<file path="src/rtl/board_cursor_if.sv">
// board_cursor_if: button inputs and cursor/fire outputs of the board cursor controller
//   master: button side (drives enable, btn_*_n; observes cursor/fire outputs)
//   slave : controller side (consumes buttons; drives cur_x/y, moved, fire_pulse, fire_x/y)
interface board_cursor_if #(
    parameter int COORD_W = 4
);
    logic               enable;
    logic               btn_up_n;
    logic               btn_down_n;
    logic               btn_left_n;
    logic               btn_right_n;
    logic               btn_fire_n;
    logic [COORD_W-1:0] cur_x;
    logic [COORD_W-1:0] cur_y;
    logic               moved;
    logic               fire_pulse;
    logic [COORD_W-1:0] fire_x;
    logic [COORD_W-1:0] fire_y;

    modport master (
        output enable, btn_up_n, btn_down_n, btn_left_n, btn_right_n, btn_fire_n,
        input  cur_x, cur_y, moved, fire_pulse, fire_x, fire_y
    );

    modport slave (
        input  enable, btn_up_n, btn_down_n, btn_left_n, btn_right_n, btn_fire_n,
        output cur_x, cur_y, moved, fire_pulse, fire_x, fire_y
    );
endinterface

</file>
<file path="src/rtl/board_cursor_ctrl.sv">
// board_cursor_ctrl: turns debounced active-low buttons into a wrapping board cursor with auto-repeat and fire capture
//   clk, rst_n : clock, asynchronous active-low reset
//   bus.slave  : enable, btn_{up,down,left,right,fire}_n in; cur_x/y, moved, fire_pulse, fire_x/y out
module board_cursor_ctrl #(
    parameter int BOARD_W       = 10,
    parameter int BOARD_H       = 10,
    parameter int COORD_W       = 4,
    parameter int HOLD_DELAY    = 25000000,
    parameter int REPEAT_PERIOD = 5000000
) (
    input  logic          clk,
    input  logic          rst_n,
    board_cursor_if.slave bus
);
    localparam int MAXD  = HOLD_DELAY > REPEAT_PERIOD ? HOLD_DELAY : REPEAT_PERIOD;
    localparam int CNT_W = $clog2(MAXD);
    localparam logic [CNT_W-1:0]   HOLD_LAST = CNT_W'(HOLD_DELAY - 1);
    localparam logic [CNT_W-1:0]   REP_LAST  = CNT_W'(REPEAT_PERIOD - 1);
    localparam logic [COORD_W-1:0] MAX_X     = COORD_W'(BOARD_W - 1);
    localparam logic [COORD_W-1:0] MAX_Y     = COORD_W'(BOARD_H - 1);

    typedef enum logic [1:0] {IDLE, HOLD, REPEAT} state_t;
    typedef enum logic [1:0] {D_UP, D_DOWN, D_LEFT, D_RIGHT} dir_t;

    state_t             state, state_nxt;
    dir_t               dir, dir_nxt;
    logic [CNT_W-1:0]   cnt, cnt_nxt;
    logic [4:0]         btn_n, prev_n, press;
    logic [3:0]         dir_btn_n;
    logic               step, fire_ev;
    logic [COORD_W-1:0] cx, cy, x_nxt, y_nxt, fx, fy;
    logic               mv, fp;

    // bit order {fire, right, left, down, up}; also the direction priority order (LSB wins)
    assign btn_n     = {bus.btn_fire_n, bus.btn_right_n, bus.btn_left_n, bus.btn_down_n, bus.btn_up_n};
    assign dir_btn_n = btn_n[3:0];
    assign press     = prev_n & ~btn_n;
    assign fire_ev   = bus.enable & press[4];

    always_comb begin
        state_nxt = state;
        dir_nxt   = dir;
        cnt_nxt   = cnt;
        step      = 1'b0;
        if (!bus.enable) begin
            state_nxt = IDLE;
            cnt_nxt   = '0;
        end else if (state == IDLE) begin
            if (|press[3:0]) begin
                dir_nxt   = press[0] ? D_UP : press[1] ? D_DOWN : press[2] ? D_LEFT : D_RIGHT;
                step      = 1'b1;
                cnt_nxt   = '0;
                state_nxt = HOLD;
            end
        end else if (dir_btn_n[dir]) begin
            // selected button released; other directions never re-arm until IDLE
            state_nxt = IDLE;
            cnt_nxt   = '0;
        end else if (cnt == (state == HOLD ? HOLD_LAST : REP_LAST)) begin
            step      = 1'b1;
            cnt_nxt   = '0;
            state_nxt = REPEAT;
        end else begin
            cnt_nxt = cnt + 1'b1;
        end
    end

    always_comb begin
        x_nxt = !step ? cx :
                dir_nxt == D_LEFT  ? (cx == '0    ? MAX_X : cx - 1'b1) :
                dir_nxt == D_RIGHT ? (cx == MAX_X ? '0    : cx + 1'b1) : cx;
        y_nxt = !step ? cy :
                dir_nxt == D_UP    ? (cy == '0    ? MAX_Y : cy - 1'b1) :
                dir_nxt == D_DOWN  ? (cy == MAX_Y ? '0    : cy + 1'b1) : cy;
    end

    always_ff @(posedge clk or negedge rst_n) begin
        if (!rst_n) begin
            state  <= IDLE;
            dir    <= D_UP;
            cnt    <= '0;
            prev_n <= '0;
            cx     <= '0;
            cy     <= '0;
            fx     <= '0;
            fy     <= '0;
            mv     <= 1'b0;
            fp     <= 1'b0;
        end else begin
            state  <= state_nxt;
            dir    <= dir_nxt;
            cnt    <= cnt_nxt;
            prev_n <= btn_n;
            cx     <= x_nxt;
            cy     <= y_nxt;
            mv     <= step;
            fp     <= fire_ev;
            if (fire_ev) begin
                fx <= cx;
                fy <= cy;
            end
        end
    end

    assign bus.cur_x      = cx;
    assign bus.cur_y      = cy;
    assign bus.moved      = mv;
    assign bus.fire_pulse = fp;
    assign bus.fire_x     = fx;
    assign bus.fire_y     = fy;
endmodule

</file>
<file path="src/flat_wrapper.sv">
// flat-port wrapper written by rule: the top's interface ports become plain ports
module board_cursor_ctrl_flat 
#(
    parameter int BOARD_W       = 10,
    parameter int BOARD_H       = 10,
    parameter int COORD_W       = 4,
    parameter int HOLD_DELAY    = 25000000,
    parameter int REPEAT_PERIOD = 5000000
)
  (clk, rst_n, bus_enable, bus_btn_up_n, bus_btn_down_n, bus_btn_left_n, bus_btn_right_n, bus_btn_fire_n, bus_cur_x, bus_cur_y, bus_moved, bus_fire_pulse, bus_fire_x, bus_fire_y);
  board_cursor_if #(.COORD_W(COORD_W)) bus_i ();
  input  logic clk;
  input  logic rst_n;
  input wire logic [$bits(bus_i.enable)-1:0] bus_enable;
  input wire logic [$bits(bus_i.btn_up_n)-1:0] bus_btn_up_n;
  input wire logic [$bits(bus_i.btn_down_n)-1:0] bus_btn_down_n;
  input wire logic [$bits(bus_i.btn_left_n)-1:0] bus_btn_left_n;
  input wire logic [$bits(bus_i.btn_right_n)-1:0] bus_btn_right_n;
  input wire logic [$bits(bus_i.btn_fire_n)-1:0] bus_btn_fire_n;
  output wire logic [$bits(bus_i.cur_x)-1:0] bus_cur_x;
  output wire logic [$bits(bus_i.cur_y)-1:0] bus_cur_y;
  output wire logic [$bits(bus_i.moved)-1:0] bus_moved;
  output wire logic [$bits(bus_i.fire_pulse)-1:0] bus_fire_pulse;
  output wire logic [$bits(bus_i.fire_x)-1:0] bus_fire_x;
  output wire logic [$bits(bus_i.fire_y)-1:0] bus_fire_y;
  assign bus_i.enable = bus_enable;
  assign bus_i.btn_up_n = bus_btn_up_n;
  assign bus_i.btn_down_n = bus_btn_down_n;
  assign bus_i.btn_left_n = bus_btn_left_n;
  assign bus_i.btn_right_n = bus_btn_right_n;
  assign bus_i.btn_fire_n = bus_btn_fire_n;
  assign bus_cur_x = bus_i.cur_x;
  assign bus_cur_y = bus_i.cur_y;
  assign bus_moved = bus_i.moved;
  assign bus_fire_pulse = bus_i.fire_pulse;
  assign bus_fire_x = bus_i.fire_x;
  assign bus_fire_y = bus_i.fire_y;
  board_cursor_ctrl #(.BOARD_W(BOARD_W), .BOARD_H(BOARD_H), .COORD_W(COORD_W), .HOLD_DELAY(HOLD_DELAY), .REPEAT_PERIOD(REPEAT_PERIOD)) u_core (.clk(clk), .rst_n(rst_n), .bus(bus_i));
endmodule
</file>
<file path="config.mk">
export PLATFORM = sky130hd
export DESIGN_NAME = board_cursor_ctrl_flat
export DESIGN_NICKNAME = d
export VERILOG_FILES = /design/src/rtl/board_cursor_if.sv /design/src/rtl/board_cursor_ctrl.sv /design/src/flat_wrapper.sv
export SDC_FILE = /design/constraint.sdc
export NUM_CORES = 1
export LEC_CHECK = 0
export ABC_CLOCK_PERIOD_IN_PS = 2500
export CAP_MARGIN = 5
export CORE_ASPECT_RATIO = 0.7
export CORE_MARGIN = 5
export CORE_UTILIZATION = 40
export DETAILED_ROUTE_END_ITERATION = 10
export HOLD_SLACK_MARGIN = 0.02
export PLACE_DENSITY = 0.6
export SYNTH_ARGS = -nofsm -noshare
export SYNTH_HDL_FRONTEND = slang
export SYNTH_SLANG_ARGS = --single-unit
</file>
<file path="constraint.sdc">
create_clock -name clk -period 2.5 [get_ports clk]
set_input_delay 0.5 -clock clk [delete_from_list [all_inputs] [get_ports clk]]
set_output_delay 0.5 -clock clk [all_outputs]
set_load 0.03 [all_outputs]
</file>
# --- Word level (Yosys, flattened, before mapping) ---
# Cells that the tools add are included.
word_totals:
  register_bits: 52
  inputBits: 8
  output_inout_bits: 18
  elab_cells: 70
classes:
  n_reduce_logical: 10
  mux: 32
  bitwise_logic: 3
  addsub: 5
  order_cmp: 1
  eq_ne: 9
ops:
  columns: ["operator", "count"]
  rows:
  - ["25-bit 2-to-1 mux", 6]
  - ["4-bit 2-to-1 mux", 8]
  - ["25-bit by 1-bit adder with 25-bit output (second input constant)", 1]
  - ["25-bit equality test", 1]
  - ["2-bit 2-to-1 mux", 10]
  - ["4-bit by 1-bit adder with 4-bit output (second input constant)", 2]
  - ["4-bit equality test (second input constant)", 2]
  - ["4-bit logical NOT", 2]
  - ["4-bit by 1-bit subtractor with 4-bit output (second input constant)", 2]
  - ["1-bit 2-to-1 mux", 7]
  - ["2-bit AND reduction", 3]
  - ["5-bit bitwise AND", 1]
  - ["5-bit NOT", 1]
  - ["2-bit by 1-bit equality test with 1-bit output (second input constant)", 2]
  - ["2-bit equality test (second input constant)", 2]
  - ["2-bit logical NOT", 2]
  - ["4-bit by 1-bit != test with 1-bit output (second input constant)", 1]
  - ["2-bit nonzero test", 2]
  - ["4-bit OR reduction", 1]
  - ["2-bit by 3-bit less-than comparator with 1-bit output (second input constant)", 1]
  - ["3-bit != test (second input constant)", 1]
  - ["1-bit binary-select mux with 2-bit select", 1]
  - ["1-bit bitwise AND", 1]

# --- Longest topological paths before layout ---
# Gate-level depths: netlist of run 1.
depth:
  depth_word: 11
  mapped_depth: 8

# --- Worst setup path after synthesis of run 1 ---
# No wires, ideal clock.
synth_timing:
  kind: "input to register"
  startpoint: "in bus_enable"
  endpoint: "reg u_core.cy[2], in the netlist u_core.bus.cur_y[2]"
  slack_ns: 0.050
  cell_stages: 8
  arrival_ns: 2.385
  setup_time_ns: 0.065
  path_buffers: 2
  path_cell_list: "or3b_1 > clkbuf_1 > a41oi_1 > mux2i_1 > buf_4 > nand4b_1 > a2111oi_4 > o211a_1"
synth_via:
  elab_chain_cells: 4
  word_cells_on_any_way: 7
  classes_between: "eq/ne (1); mux (3); reduce/logical (3)"
synth_lines:
  columns: ["element", "line_no", "rtl"]
  rows:
  - ["start, declared", "flat_wrapper.sv:14", "input wire logic [$bits(bus_i.enable)-1:0] bus_enable;"]
  - ["2-bit 2-to-1 mux", "board_cursor_ctrl.sv:45", "if (!bus.enable) begin"]
  - ["2-bit by 1-bit equality test with 1-bit output or 2-bit logical NOT (tied branches)", "board_cursor_ctrl.sv:74, board_cursor_ctrl.sv:73", null]
  - ["2-bit nonzero test (no source line)", null, null]
  - ["2-bit AND reduction (no source line)", null, null]
  - ["end signal, assigned", "board_cursor_ctrl.sv:95", "cy <= y_nxt;"]
  - ["end, declared", "board_cursor_ctrl.sv:31", "logic [COORD_W-1:0] cx, cy, x_nxt, y_nxt, fx, fy;"]
# Several ways; a longest one is shown, not always the timed one.
# A chain may end at the register's enable or synchronous reset.

# --- Final worst setup path of run 1 ---
layout_timing:
  startpoint: "in bus_btn_down_n"
  endpoint: "reg u_core.cx[2], in the netlist u_core.bus.cur_x[2]"
layout_via:
  elab_chain_cells: 10
  word_cells_on_any_way: 19
  classes_between: "eq/ne (2); mux (12); bitwise (2); reduce/logical (3)"
layout_lines:
  columns: ["element", "line_no", "rtl"]
  rows:
  - ["start, declared", "flat_wrapper.sv:16", "input wire logic [$bits(bus_i.btn_down_n)-1:0] bus_btn_down_n;"]
  - ["5-bit NOT", "board_cursor_ctrl.sv:37", "assign press = prev_n & ~btn_n;"]
  - ["5-bit bitwise AND", "board_cursor_ctrl.sv:37", null]
  - ["2-bit 2-to-1 mux (2 in series)", "board_cursor_ctrl.sv:50", "dir_nxt = press[0] ? D_UP : press[1] ? D_DOWN : press[2] ? D_LEFT : D_RIGHT;"]
  - ["2-bit 2-to-1 mux", "board_cursor_ctrl.sv:49", "if (|press[3:0]) begin"]
  - ["2-bit 2-to-1 mux", "board_cursor_ctrl.sv:48", "end else if (state == IDLE) begin"]
  - ["2-bit 2-to-1 mux", "board_cursor_ctrl.sv:45", null]
  - ["2-bit equality test, on equally long branches", "board_cursor_ctrl.sv:71, board_cursor_ctrl.sv:70", null]
  - ["2-bit nonzero test (no source line)", null, null]
  - ["2-bit AND reduction (no source line)", null, null]
  - ["end signal, assigned", "board_cursor_ctrl.sv:94", "cx <= x_nxt;"]
  - ["end, declared", "board_cursor_ctrl.sv:31", null]
# Several ways; a longest one is shown, not always the timed one. The select of a mux whose other input is x is not followed.

==> results.py, run 1 <==
metrics = {
    "outcome": {
        "status": "finished, final reports clean",
    },
    "yosys": {
        "ys_seq_area_frac": 0.465,
        "ys.flop_type": "dfrtp_1",
        "synth_seq_cells": 52,
        "synth_edf_count": 0,
        "syn_avg_cell_area_um2": 9.15,
        "synth_area_um2": 2800,
        "syn_inst": 306,
        "async_flop_share": 1.00,
        "synth_nets": 315,
        "synthDistinctLibCells": 54,
        "yosysWarningCount": 0,
    },
    "worst_setup_path": {
        "worstPathMaxFanout": 5,
        "worstSetupStartpointType": "primary input",
        "end_kind": "flop",
        "worstSetupPathType": "in2reg",
        "slowest_stage": "mux4_2",
        "path_buf_inv": 2,
        "crit_arrival_ns": 2.66,
        "critPathTopFamily": "compound AO/OA/AOI/OAI gates",
        "critical-path-max-stage-delay_ns": 0.48,
        "worstPathCellList": "clkdlybuf4s50_1 -> mux4_2 -> or2_4 -> a2111oi_4 -> buf_4 -> nor2_4 -> a211o_1 -> a21o_1",
        "required_ns": 2.70,
    },
    "placed_design": {
        "hpwl_um": 5160,
        "io_buffers": 25,
        "gp_congestion": 0.896,
        "pre_cts_slack_ns": -0.383,
    },
    "min_path": {
        "min_path_type": "in2async",
    },
    "pwr": {
        "swShare": 0.402,
        "p_switching_mw": 1.27,
        "p_leak_nw": 1.44,
        "irDropWorstVdd_v": 0.000439,
        "p_int_mw": 1.88,
        "power_density_nw_per_um2": 875,
        "p_total_mw": 3.15,
        "p_clk_frac": 0.186,
        "seqPwrFrac": 0.374,
        "combPwrFrac": 0.440,
    },
    "timing": {
        "fin_ws_ns": 0.0405,
        "max_freq_ghz": 0.407,
        "tightest_slew_ns": 0.600,
        "slew_viol_final": 0,
        "fin_skew_ns": 0.00747,
        "fin_crit_sh": 0.984,
        "rsz0062_at_grt": "no",
        "hold_viol": 0,
        "setup_viol": 0,
        "max-slew-margin-rel": 0.600,
        "min_period_ns": 2.46,
    },
    "cts": {
        "clk_pin_slew_ns": 0.10,
        "clk_latency_ns": 0.30,
        "clock_sinks": 52,
        "cts_max_level": 2,
        "cts_buffer_depth": 2,
        "ctsHoldBuffers": 0,
        "cts_root_buffer": "clkbuf_8",
        "cts_buffers": 5,
        "cts_tree": "yes",
    },
    "floorplanning": {
        "fp.dieH_um": 80.0,
        "start_util": 0.412,
        "dieArea_um2": 8800,
        "coreArea_um2": 6790,
        "design.portCount": 26,
        "row_count": 25,
        "die_w_um": 110,
    },
    "route": {
        "ant_nets": 0,
        "wl_um": 6990,
        "wire_per_inst_um": 15.4,
        "via_per_inst": 5.32,
        "drc": 0,
        "first_pass_iters": 5,
        "drtIter0Drc": 162,
        "vias": 2409,
    },
    "global_route": {
        "antenna_found_initial": 0,
        "grt_usage": 0.174,
        "grt_pass1_wl_um": 11900,
        "grt_start_max_net_pins": 30,
        "grt_pass1_vias": 2264,
        "overflow": 0,
    },
    "job": {
        "drv_cap": 0,
    },
    "finish": {
        "final_common_cell": "dfrtp_1",
        "nets": 367,
        "mostFrequentLayoutCells": "52 x dfrtp_1, 47 x nand2_1, 36 x nor2_1, 30 x buf_4, 20 x clkdlybuf4s50_1",
        "drive_gt1_frac": 0.189,
        "n_antenna_cell": 0,
        "area_delta_synth_final_pct": 28.7,
        "final.fill_count": 624,
    },
}
logic make-up after synthesis:
family	count (synthesis)	share of synthesized area
AND/OR/NAND/NOR	151	0.268
flip-flops	52	0.465
AO/OA/AOI/OAI	50	0.140
buffers and inverters	29	0.0438
XOR/XNOR	19	0.0595
multiplexers	4	0.0192
adder cells (fa/ha/maj)	1	0.00447
flip-flops by register name, summed over array words and instances, names as in the netlist:
| name | cells |
|---|---|
| u_core.bus.fire_y | 4 |
| u_core.prev_n | 5 |
| u_core.cnt | 25 |
| u_core.bus.fire_x | 4 |
| u_core.bus.fire_pulse | 1 |
| u_core.bus.moved | 1 |
| u_core.bus.cur_y | 4 |
| u_core.state | 2 |
| u_core.dir | 2 |
| u_core.bus.cur_x | 4 |
worst reg2reg max path: stages (launching register included):
cell       delay (ns)
dfrtp_1          0.39
buf_4            0.16
or4_2            0.70
a2111oi_4        0.44
nor2_4           0.08
buf_12           0.16
a21o_1           0.15
a22o_1           0.23
layer usage:
layer	vias to the layer above	share of wire	GRT usage
li1	1177	-	-
met2	78	0.39	0.211
met5	-	0	0
met3	2	0.057	0.0380
met4	0	0.0039	0.0311
met1	1152	0.55	0.299
final cells by class:
class	count	area [um2]	area share
clock inverters	3	42.5	0.0118
well taps	94	118	0.0327
flip-flops and latches	52	1300	0.361
repair buffers	58	541	0.150
clock buffers	5	68.8	0.0191
inverters	15	57.6	0.0160
multi-input cells	226	1470	0.409
cell usage after synthesis, drive strengths merged (6+ instances only):
cell / number / area (um2)
nor2: 39 / 164
or4: 6 / 50.1
a21oi: 6 / 30.0
nor4: 10 / 62.6
clkbuf: 8 / 30.0
nand2b: 7 / 43.8
o21ai: 17 / 85.1
dfrtp: 52 / 1300
inv: 11 / 41.3
nand3: 14 / 70.1
nand2: 47 / 176
buf: 6 / 35.0
xnor2: 18 / 158
nor3: 9 / 45.0
final timing paths:
check | start | end | slack (ns) | depth (start not counted)
worst max-delay path | bus_btn_down_n | u_core.bus.cur_x[2] | 0.04 | 8
worst min-delay path | rst_n | u_core.cnt[18] | 0.19 | 1
worst max register to register | u_core.cnt[7] | u_core.cnt[11] | 0.10 | 7
worst min register to register | u_core.bus.fire_x[0] | u_core.bus.fire_x[0] | 0.48 | 2
max in group asynchronous | rst_n | u_core.bus.fire_x[3] | 1.74 | 2
min in group clk | bus_btn_right_n | u_core.prev_n[3] | 0.36 | 1
through the flow:
stage,instances,setup TNS (ns),util,hold WS [ns],area (um2)
2_1_floorplan,306,0,-,0.204,2800
3_3_place_gp,442,-2.68,0.496,0.458,3370
3_5_place_dp,442,-3.62,0.496,0.463,3370
4_1_cts,450,0,0.514,0.208,3490
5_1_grt,453,0,0.531,0.225,3600
6_report,453,0,0.531,0.192,3600
power groups by stage:
stage / Sequential, mW / Clock [mW] / Combinational (mW)
2_1_floorplan: 1.31 / 0 / 0.629
3_3_place_gp: 1.19 / 0 / 1.29
3_5_place_dp: 1.19 / 0 / 1.29
4_1_cts: 1.17 / 0.603 / 1.30
5_1_grt: 1.20 / 0.652 / 1.50
6_report: 1.18 / 0.586 / 1.39
repair_timing:
action | 4_1_cts | 5_1_grt
endpoints found under the hold margin | 0 | 0
gates cloned | 0 | 1
endpoints found under the setup margin | 4 | 10
pin swaps | 0 | 4
setup buffers | 0 | 2
resized for setup | 2 | 21
Power figures use the tool's default switching activity.
==> inputs of run 2 (changes only) <==
--- a/config.mk
+++ b/config.mk
@@ -5,6 +5,7 @@
 export SDC_FILE = /design/constraint.sdc
 export NUM_CORES = 1
 export LEC_CHECK = 0
+export ABC_AREA = 1
 export ABC_CLOCK_PERIOD_IN_PS = 2500
 export CAP_MARGIN = 5
 export CORE_ASPECT_RATIO = 0.7
==> results.py, run 2 <==
metrics = {
    "yosys": {
        "synth_nets": 392,
        "synthTopCellsByCount": "116 x nand2_1, 52 x dfrtp_1, 50 x nor2_1",
        "synth_top_area_frac": 0.455,
        "synthDistinctLibCells": 28,
        "syn_inst": 383,
        "synth_area_um2": 2860,
        "syn_avg_cell_area_um2": 7.47,
        "yosysTopAreaCell": "dfrtp_1",
        "yosys-top-cells-area": "dfrtp_1 45%, nand2_1 15%, nor2_1 6.6%, inv_1 6.0%, nand3_1 5.1%",
        "ys_seq_area_frac": 0.455,
        "synth_edf_count": 0,
        "yosysWarningCount": 0,
        "ys.flop_type": "dfrtp_1",
        "synth_seq_cells": 52,
        "synth_most_common_cell": "nand2_1",
        "async_flop_share": 1.00,
    },
    "worst_setup_path": {
        "cp_num_cells": 1,
        "worstPathCellList": "clkdlybuf4s50_1",
        "critPathTopFamily": "buffers and inverters",
        "worstSetupStartpointType": "flop",
        "crit_arrival_ns": 1.51,
        "r2r_slack_ns": 0.62,
        "end_kind": "output pin",
        "required_ns": 2.00,
        "worstPathMaxFanout": 6,
        "slowest_stage": "clkdlybuf4s50_1",
        "critical-path-max-stage-delay_ns": 0.72,
        "path_buf_inv": 1,
        "worstSetupPathType": "reg2out",
        "reg2regPathDepth": 11,
    },
    "cts": {
        "cts_resized": 0,
        "ctsHoldBuffers": 0,
        "postCtsSetupRepairBufs": 0,
        "cts_root_buffer": "clkbuf_8",
        "clk_latency_ns": 0.32,
        "cts_buffer_depth": 2,
        "clock_sinks": 52,
        "clk_pin_slew_ns": 0.09,
        "cts_tree": "yes",
        "cts_max_level": 2,
        "cts_buffers": 5,
    },
    "global_route": {
        "grt_usage": 0.152,
        "grt_pass1_wl_um": 10700,
        "grt_start_max_net_pins": 30,
        "overflow": 0,
        "antenna_found_initial": 0,
        "grt_pass1_vias": 2195,
    },
    "route": {
        "drc": 0,
        "first_pass_iters": 5,
        "drtIter0Drc": 156,
        "via_per_inst": 4.78,
        "ant_nets": 0,
        "vias": 2443,
        "wl_um": 6320,
        "wire_per_inst_um": 12.4,
    },
    "timing": {
        "tightest_slew_ns": 0.602,
        "slew_viol_final": 0,
        "whs_ns": 0.185,
        "hold_viol": 0,
        "fin_ws_ns": 0.494,
        "fin_skew_ns": 0.00968,
        "min_period_ns": 2.01,
        "setup_viol": 0,
        "finalSetupTns_ns": 0,
        "max-slew-margin-rel": 0.598,
        "fin_crit_sh": 0.803,
        "max_freq_ghz": 0.498,
        "rsz0062_at_grt": "no",
    },
    "pwr": {
        "irDropWorstVdd_v": 0.000566,
        "power_density_nw_per_um2": 852,
        "p_total_mw": 2.87,
        "p_leak_nw": 1.59,
    },
    "outcome": {
        "status": "finished, final reports clean",
    },
    "placed_design": {
        "gp_congestion": 0.878,
        "placed_area_um2": 3240,
        "pre_cts_slack_ns": 0.186,
        "hpwl_um": 4810,
        "io_buffers": 25,
    },
    "finish": {
        "area_delta_synth_final_pct": 17.7,
        "drive_gt1_frac": 0.0839,
        "largest_reg_flops": 25,
        "multiInputGateArea_um2": 1340,
        "n_antenna_cell": 0,
        "top_regs": "u_core.cnt: 25 flops, u_core.prev_n: 5 flops",
        "final.fill_count": 650,
        "final_common_cell": "nand2_1",
        "seqCellArea_um2": 1300,
        "mostFrequentLayoutCells": "116 x nand2_1, 52 x dfrtp_1, 50 x nor2_1, 46 x inv_1, 29 x nand3_1",
        "fin_area_um2": 3370,
        "nets": 425,
        "regMostFlops": "u_core.cnt",
    },
    "min_path": {
        "min_path_type": "in2async",
    },
    "job": {
        "drv_cap": 0,
    },
    "floorplanning": {
        "coreArea_um2": 6850,
        "die_w_um": 111,
        "start_util": 0.418,
        "dieArea_um2": 8970,
        "row_count": 25,
        "design.portCount": 26,
        "fp.dieH_um": 80.8,
    },
}
run 2: changes by cell type in the layout (fill, tap and decap cells not counted), moves of 8 or more:
cell and delta:
xnor2_1 -18, xor2_1 +13, buf_4 -26, nor2_1 +14
nand2_1 +69, nor2_2 +8, inv_1 +35, nand4_1 +10
nand3_1 +16
run 2: cells by family (layout without fill, tap and decap cells):
family / count (synthesis) / after routing / share of synthesized area
xor+xnor: 14 / 14 / 0.0429
fa+ha+maj: 1 / 1 / 0.00437
flops: 52 / 52 / 0.455
compound gates: 26 / 26 / 0.0538
simple gates: 237 / 237 / 0.368
buf+inv: 53 / 87 / 0.0761
run 2: metal layers:
layer | track usage | share of wire
met5 | 0 | 0
met2 | 0.196 | 0.37
met3 | 0.0402 | 0.066
met1 | 0.238 | 0.55
met4 | 0.0547 | 0.014
run 2: layout make-up:
class | instances | area share
inverters | 49 | 0.0546
clock buffers | 7 | 0.0286
well taps | 94 | 0.0349
multi-input cells | 278 | 0.399
repair buffers | 30 | 0.0877
clock inverters | 1 | 0.00892
flip-flops and latches | 52 | 0.386
run 2: worst paths after layout:
| kind | startpoint | endpoint |
|---|---|---|
| max | u_core.bus.cur_y[3] | bus_cur_y[3] |
| min | rst_n | u_core.cnt[9] |
| max reg2reg | u_core.cnt[0] | u_core.bus.cur_y[3] |
| min reg2reg | u_core.bus.fire_x[3] | u_core.bus.fire_x[3] |
| max in group asynchronous | rst_n | u_core.prev_n[4] |
| min in group clk | u_core.bus.fire_x[3] | u_core.bus.fire_x[3] |
run 2: power by group:
group          total, mW  internal (mW)  switching (mW)  leakage (nW)
combinational       1.14          0.432           0.704         0.831
clock              0.629          0.353           0.276        0.0645
sequential          1.10          0.971           0.132         0.691
run 2: per-stage QoR:
stage,cells,utilization
4_1_cts,511,0.492
3_3_place_gp,503,0.473
6_report,511,0.492
5_1_grt,511,0.492
2_1_floorplan,383,-
3_5_place_dp,503,0.473
==> inputs of run 3 (changes only) <==
--- a/config.mk
+++ b/config.mk
@@ -6,7 +6,7 @@
 export NUM_CORES = 1
 export LEC_CHECK = 0
 export ABC_AREA = 1
-export ABC_CLOCK_PERIOD_IN_PS = 2500
+export ABC_CLOCK_PERIOD_IN_PS = 1800
 export CAP_MARGIN = 5
 export CORE_ASPECT_RATIO = 0.7
 export CORE_MARGIN = 5
==> constraint.sdc (replaced) <==
create_clock -name clk -period 1.8 [get_ports clk]
set_input_delay 0.36 -clock clk [delete_from_list [all_inputs] [get_ports clk]]
set_output_delay 0.36 -clock clk [all_outputs]
set_load 0.03 [all_outputs]
==> results.py, run 3 (synthesis gave the netlist of run 2 again) <==
metrics = {
    "timing": {
        "slew_viol_final": 0,
        "max_freq_ghz": 0.578,
        "tightest_slew_ns": 0.414,
        "rsz0062_at_grt": "yes",
        "min_period_ns": 1.73,
        "setup_viol": 0,
        "max-slew-margin-rel": 0.722,
        "fin_ws_ns": 0.0691,
        "fin_crit_sh": 0.962,
        "hold_viol": 0,
        "fin_skew_ns": 0.00948,
    },
    "worst_setup_path": {
        "path_buf_inv": 1,
        "cp_num_cells": 1,
        "crit_arrival_ns": 1.37,
        "reg2reg_to": "u_core.bus.cur_y[3]",
        "required_ns": 1.44,
        "worstPathMaxFanout": 2,
        "worstSetupPathType": "reg2out",
        "critPathTopFamily": "buffers and inverters",
        "reg2reg_from": "u_core.cnt[0]",
        "slowest_stage": "clkdlybuf4s50_1",
        "worstSetupStartpointType": "flop",
        "end_kind": "output pin",
        "reg2regPathDepth": 11,
        "critical-path-max-stage-delay_ns": 0.69,
        "worstPathCellList": "clkdlybuf4s50_1",
        "r2r_slack_ns": 0.08,
    },
    "pwr": {
        "p_leak_nw": 1.79,
        "seqPwrFrac": 0.390,
        "swShare": 0.420,
        "p_int_mw": 2.28,
        "combPwrFrac": 0.430,
        "p_total_mw": 3.92,
        "irDropWorstVdd_v": 0.000892,
        "p_clk_frac": 0.180,
        "p_switching_mw": 1.65,
        "power_density_nw_per_um2": 1060,
    },
    "min_path": {
        "hp-start": "bus_enable",
        "min_to": "u_core.bus.fire_pulse",
        "min_path_type": "in2reg",
        "min_path_cells": 4,
    },
    "finish": {
        "layout.cells.non_filler": 542,
        "largest_reg_flops": 25,
        "area_delta_synth_final_pct": 29.1,
        "drive_gt1_frac": 0.190,
        "regMostFlops": "u_core.cnt",
        "final.fill_count": 633,
        "nets": 456,
        "n_antenna_cell": 0,
        "top_regs": "u_core.cnt: 25 flops, u_core.prev_n: 5 flops",
        "fin_area_um2": 3690,
        "final_common_cell": "nand2_1",
        "mostFrequentLayoutCells": "110 x nand2_1, 52 x dfrtp_1, 46 x inv_1, 43 x nor2_1, 31 x buf_4",
        "final_core_util": 0.539,
    },
    "global_route": {
        "overflow": 0,
        "grt_usage": 0.162,
        "grt_pass1_wl_um": 11800,
        "antenna_found_initial": 0,
        "grt_start_max_net_pins": 53,
        "grt_pass1_vias": 2433,
    },
    "placed_design": {
        "io_buffers": 25,
        "gp_congestion": 0.902,
        "placed_area_um2": 3430,
        "place_inst": 527,
        "hpwl_um": 5000,
        "pre_cts_slack_ns": -0.411,
    },
    "floorplanning": {
        "coreArea_um2": 6850,
        "fp.dieH_um": 80.8,
        "row_count": 25,
        "dieArea_um2": 8970,
        "die_w_um": 111,
        "design.portCount": 26,
        "start_util": 0.418,
    },
    "cts": {
        "cts_tree": "yes",
        "clk_latency_ns": 0.32,
        "cts_root_buffer": "clkbuf_8",
        "cts_max_level": 2,
        "cts_buffer_depth": 2,
        "cts_buffers": 5,
        "clk_pin_slew_ns": 0.10,
        "clock_sinks": 52,
    },
    "outcome": {
        "status": "finished, final reports clean",
    },
    "route": {
        "wire_per_inst_um": 12.6,
        "first_pass_iters": 5,
        "via_per_inst": 4.74,
        "ant_nets": 0,
        "drtIter0Drc": 174,
        "drc": 0,
        "vias": 2568,
        "wl_um": 6830,
    },
    "job": {
        "drv_cap": 0,
    },
}
[run 3: cell count changes in the layout (fill, tap and decap cells not counted), moves of 3 or more]
cell	change
nand2_1	-6
nand2_4	+3
nand2_2	+3
nor2_1	-7
buf_4	+27
nor2_2	+5
clkdlybuf4s50_1	-9
dlygate4sd2_1	+7
[run 3: repair_timing]
action,4_1_cts,5_1_grt
buffers inserted,0,6
endpoints found under the setup margin,9,33
pin swaps,1,8
hold endpoints to repair,22,0
hold buffers,1,0
resized for setup,9,29
[run 3: stage by stage]
stage,hold slack [ns],setup TNS (ns)
6_report,0.492,0
2_1_floorplan,0.0644,0
3_3_place_gp,0.379,-6.71
4_1_cts,0.492,0
5_1_grt,0.505,-0.698
3_5_place_dp,0.379,-7.71
[run 3: worst max-delay path by stage]
stage                              start                  end  slack (ns)
CTS                        u_core.cnt[0]       u_core.cnt[22]        0.01
floorplan                  u_core.cnt[0]        u_core.cnt[9]        0.23
finish              u_core.bus.fire_x[1]        bus_fire_x[1]        0.07
detailed placement          bus_btn_up_n       u_core.cnt[22]       -0.41
global placement          bus_btn_down_n       u_core.cnt[20]       -0.31
global route               u_core.cnt[1]  u_core.bus.cur_y[3]       -0.07
[run 3: final cells by class]
cell class	instances	area, um2	share of cell area
Clock buffer	5	68.8	0.0186
Multi-Input combinational cell	278	1450	0.393
Clock inverter	3	23.8	0.00644
Sequential cell	52	1300	0.352
Inverter	49	184	0.0498
Timing Repair Buffer	61	547	0.148
Tap cell	94	118	0.0318
[run 3: power groups by stage]
| stage | sequential (mW) | combinational, mW | clock [mW] |
|---|---|---|---|
| 6_report | 1.53 | 1.69 | 0.705 |
| 5_1_grt | 1.56 | 1.87 | 0.779 |
| 4_1_cts | 1.52 | 1.66 | 0.734 |
| 3_5_place_dp | 1.54 | 1.71 | 0 |
| 3_3_place_gp | 1.54 | 1.70 | 0 |
| 2_1_floorplan | 1.83 | 0.751 | 0 |
[run 3: routing by layer]
metal  part of all wire  global-route usage  wire (um)  vias to the layer above
li1                   -                   -          -                     1336
met1               0.53               0.247       3590                     1164
met2               0.40               0.219       2700                       61
met3              0.068              0.0477        467                        7
met4              0.011              0.0486         73                        0
met5                  0                   0          0                        -
==> variant (settings of run 1) <==
`HOLD_DELAY` is set to 25000000 in 2 places; all go to 12500000.
--- a/src/rtl/board_cursor_ctrl.sv
+++ b/src/rtl/board_cursor_ctrl.sv
@@ -5,7 +5,7 @@
     parameter int BOARD_W       = 10,
     parameter int BOARD_H       = 10,
     parameter int COORD_W       = 4,
-    parameter int HOLD_DELAY    = 25000000,
+    parameter int HOLD_DELAY    = 12500000,
     parameter int REPEAT_PERIOD = 5000000
 ) (
     input  logic          clk,
--- a/src/flat_wrapper.sv
+++ b/src/flat_wrapper.sv
@@ -4,7 +4,7 @@
     parameter int BOARD_W       = 10,
     parameter int BOARD_H       = 10,
     parameter int COORD_W       = 4,
-    parameter int HOLD_DELAY    = 25000000,
+    parameter int HOLD_DELAY    = 12500000,
     parameter int REPEAT_PERIOD = 5000000
 )
   (clk, rst_n, bus_enable, bus_btn_up_n, bus_btn_down_n, bus_btn_left_n, bus_btn_right_n, bus_btn_fire_n, bus_cur_x, bus_cur_y, bus_moved, bus_fire_pulse, bus_fire_x, bus_fire_y);
Formal check against the unedited RTL: same outputs for any inputs over 10 cycles, from zero or initial values and one cycle with rst_n low; that may be too few to reach the edited logic, so the function may still have changed.
==> variant against run 1 <==
Setup slack better by 18 ps; wire length fell by 9.3%; global-route usage is 1.5 points lower; via count decreased by 2.9%; non-clock buffer count increased by 9; synthesized cell count fell by 4.9%; design area decreased by 4.3%; sequential cell count decreased by 1; clock skew is 3.4 ps higher; power is 14% lower; area after synthesis shrank 5.3%; final cell count down 1.5%; critical path type unchanged; largest cell class unchanged; highest routed layer unchanged.
==> variant: results (changes against run 1) <==
The flow ran to the end, and the final reports show no timing, DRC or antenna violations. The logs give 0.8754 (was 0.8959) for the final estimated routing congestion in global placement and 10810 microns (was 11900 microns) for the global-route wire length before repair. The worst-case clock skew is 10.84 ps (was 7.466 ps), and the number of distinct library cells after synthesis is 49 (was 54). The start point of the critical path was bus_btn_down_n (unchanged). Biggest area contributors in the synthesized netlist: sky130_fd_sc_hd__dfrtp_1 (48%), sky130_fd_sc_hd__nand2_1 (6.1%), sky130_fd_sc_hd__nor2_1 (4.8%) (was sky130_fd_sc_hd__dfrtp_1 (46%), sky130_fd_sc_hd__nand2_1 (6.3%), sky130_fd_sc_hd__xnor2_1 (5.6%)).

For the sequential area share after synthesis, the log shows 0.4814 (was 0.4649). Internal power summed over all cells: 1689 uW (was 1884 uW). Synth top cells by count: sky130_fd_sc_hd__dfrtp_1 (51), sky130_fd_sc_hd__nand2_1 (43), sky130_fd_sc_hd__nor2_1 (34) (was sky130_fd_sc_hd__dfrtp_1 (52), sky130_fd_sc_hd__nand2_1 (47), sky130_fd_sc_hd__nor2_1 (36)). The peak fanout along the critical path is 4 (was 5). The logs give 2629 microns (was 2710 microns) for the detailed-routed wire length on met2 and 291 (was 306) for the synthesized instance count. The layout net count was 363 (was 367); the total leakage power was 0.001440 uW (was 0.001439 uW). The logs give 131 (was 162) for the violation count after the first detailed-route iteration and 0.2191 (was 0.2113) for the global routing usage on met2. The worst ir drop on vdd was 0.0004400 V (was 0.0004394 V). The run gives 0.1588 (was 0.1738) as the overall routing resource usage.

The worst slew margin relative to its limit was 0.6868 (was 0.6001). The endpoint of the worst register-to-register path is u_core.bus.cur_x[3]$_DFFE_PN0P_ (was u_core.cnt[11]$_DFFE_PN0P_). The library cell contributing the largest single delay on the critical path is sky130_fd_sc_hd__clkdlybuf4s50_1 (was sky130_fd_sc_hd__mux4_2). The tools report the post-detailed-routing wire length as 6342 microns (was 6993 microns). The layout cell share with drive strength beyond 1 came out at 0.1944 (was 0.1894).

The non-filler instance count after layout came out at 446 (was 453). The timing endpoint of the critical path is u_core.bus.cur_y[2]$_DFFE_PN0P_ (was u_core.bus.cur_x[2]$_DFFE_PN0P_). The via count of the first global-routing pass came out at 2202 (was 2264).

The kind of cell with the highest combined delay on the critical path was buffers and inverters (was compound AO/OA/AOI/OAI gates). The logs give 0.03689 (was 0.03800) for the met3 track demand over resource in global routing and 0.2464 (was 0.2991) for the global routing met1 resource utilization. The number of nets in the synthesized netlist is 300 (was 315).

Largest registers: u_core.cnt (24), u_core.prev_n (5) (was u_core.cnt (25), u_core.prev_n (5)). The delay contributed by the slowest stage of the critical path came out at 500 ps (was 480 ps). The tools report the critical register-to-register path startpoint as u_core.state[1]$_DFFE_PN0P_ (was u_core.cnt[7]$_DFFE_PN0P_).

The number of placed instances with taps included came out at 437 (was 442). The post-detailed-placement half-perimeter wirelength is 4590 microns (was 5158 microns), and the routed length on met1 is 3384 microns (was 3856 microns).
variant: changes by cell type after synthesis, sizes merged, moves of 5 or more:
cell | before | now
nor2 | 39 | 34
nor2b | 2 | 7
nor4 | 10 | 5
o21ai | 17 | 23
o31ai | 4 | 10
or4 | 6 | 1
xnor2 | 18 | 11
xor2 | 1 | 8
variant: area by class of cell:
| class | count | area share |
|---|---|---|
| sequential | 51 | 0.3705 |
| timing repair buffer | 67 | 0.1676 |
| clock buffer | 5 | 0.01996 |
| inverter | 10 | 0.01089 |
| tap | 91 | 0.03302 |
| clock inverter | 3 | 0.01270 |
| multi-input combinational | 219 | 0.3853 |
variant: power by group through the flow:
stage          Combinational, uW  Clock, uW  Sequential, uW
4_1_cts                      984        609            1120
6_report                     990        595            1130
5_1_grt                     1070        645            1160
3_5_place_dp                 978          0            1140
3_3_place_gp                 968          0            1140
2_1_floorplan                425          0            1280
variant: cells by family after synthesis:
family / count (synthesis) / share of synthesized area
fa+ha+maj: 1 / 0.004718
simple gates: 142 / 0.2629
compound gates: 56 / 0.1458
flops: 51 / 0.4814
buf+inv: 21 / 0.03398
mux: 1 / 0.008494
xor+xnor: 19 / 0.06277
variant: per-stage QoR:
step / util / worst slack [ps] / cell area (sq um) / power, uW / hold slack (ps)
floorplan: - / 125.6 / 2651 / 1702 / 204.4
global placement: 0.5174 / -350.6 / 3278 / 2106 / 461.2
detailed placement: 0.5174 / -417.4 / 3278 / 2117 / 461.1
CTS: 0.5361 / 8.694 / 3397 / 2717 / 124.6
global route: 0.5442 / -39.64 / 3448 / 2880 / 142.9
finish: 0.5442 / 58.86 / 3448 / 2714 / 115.7
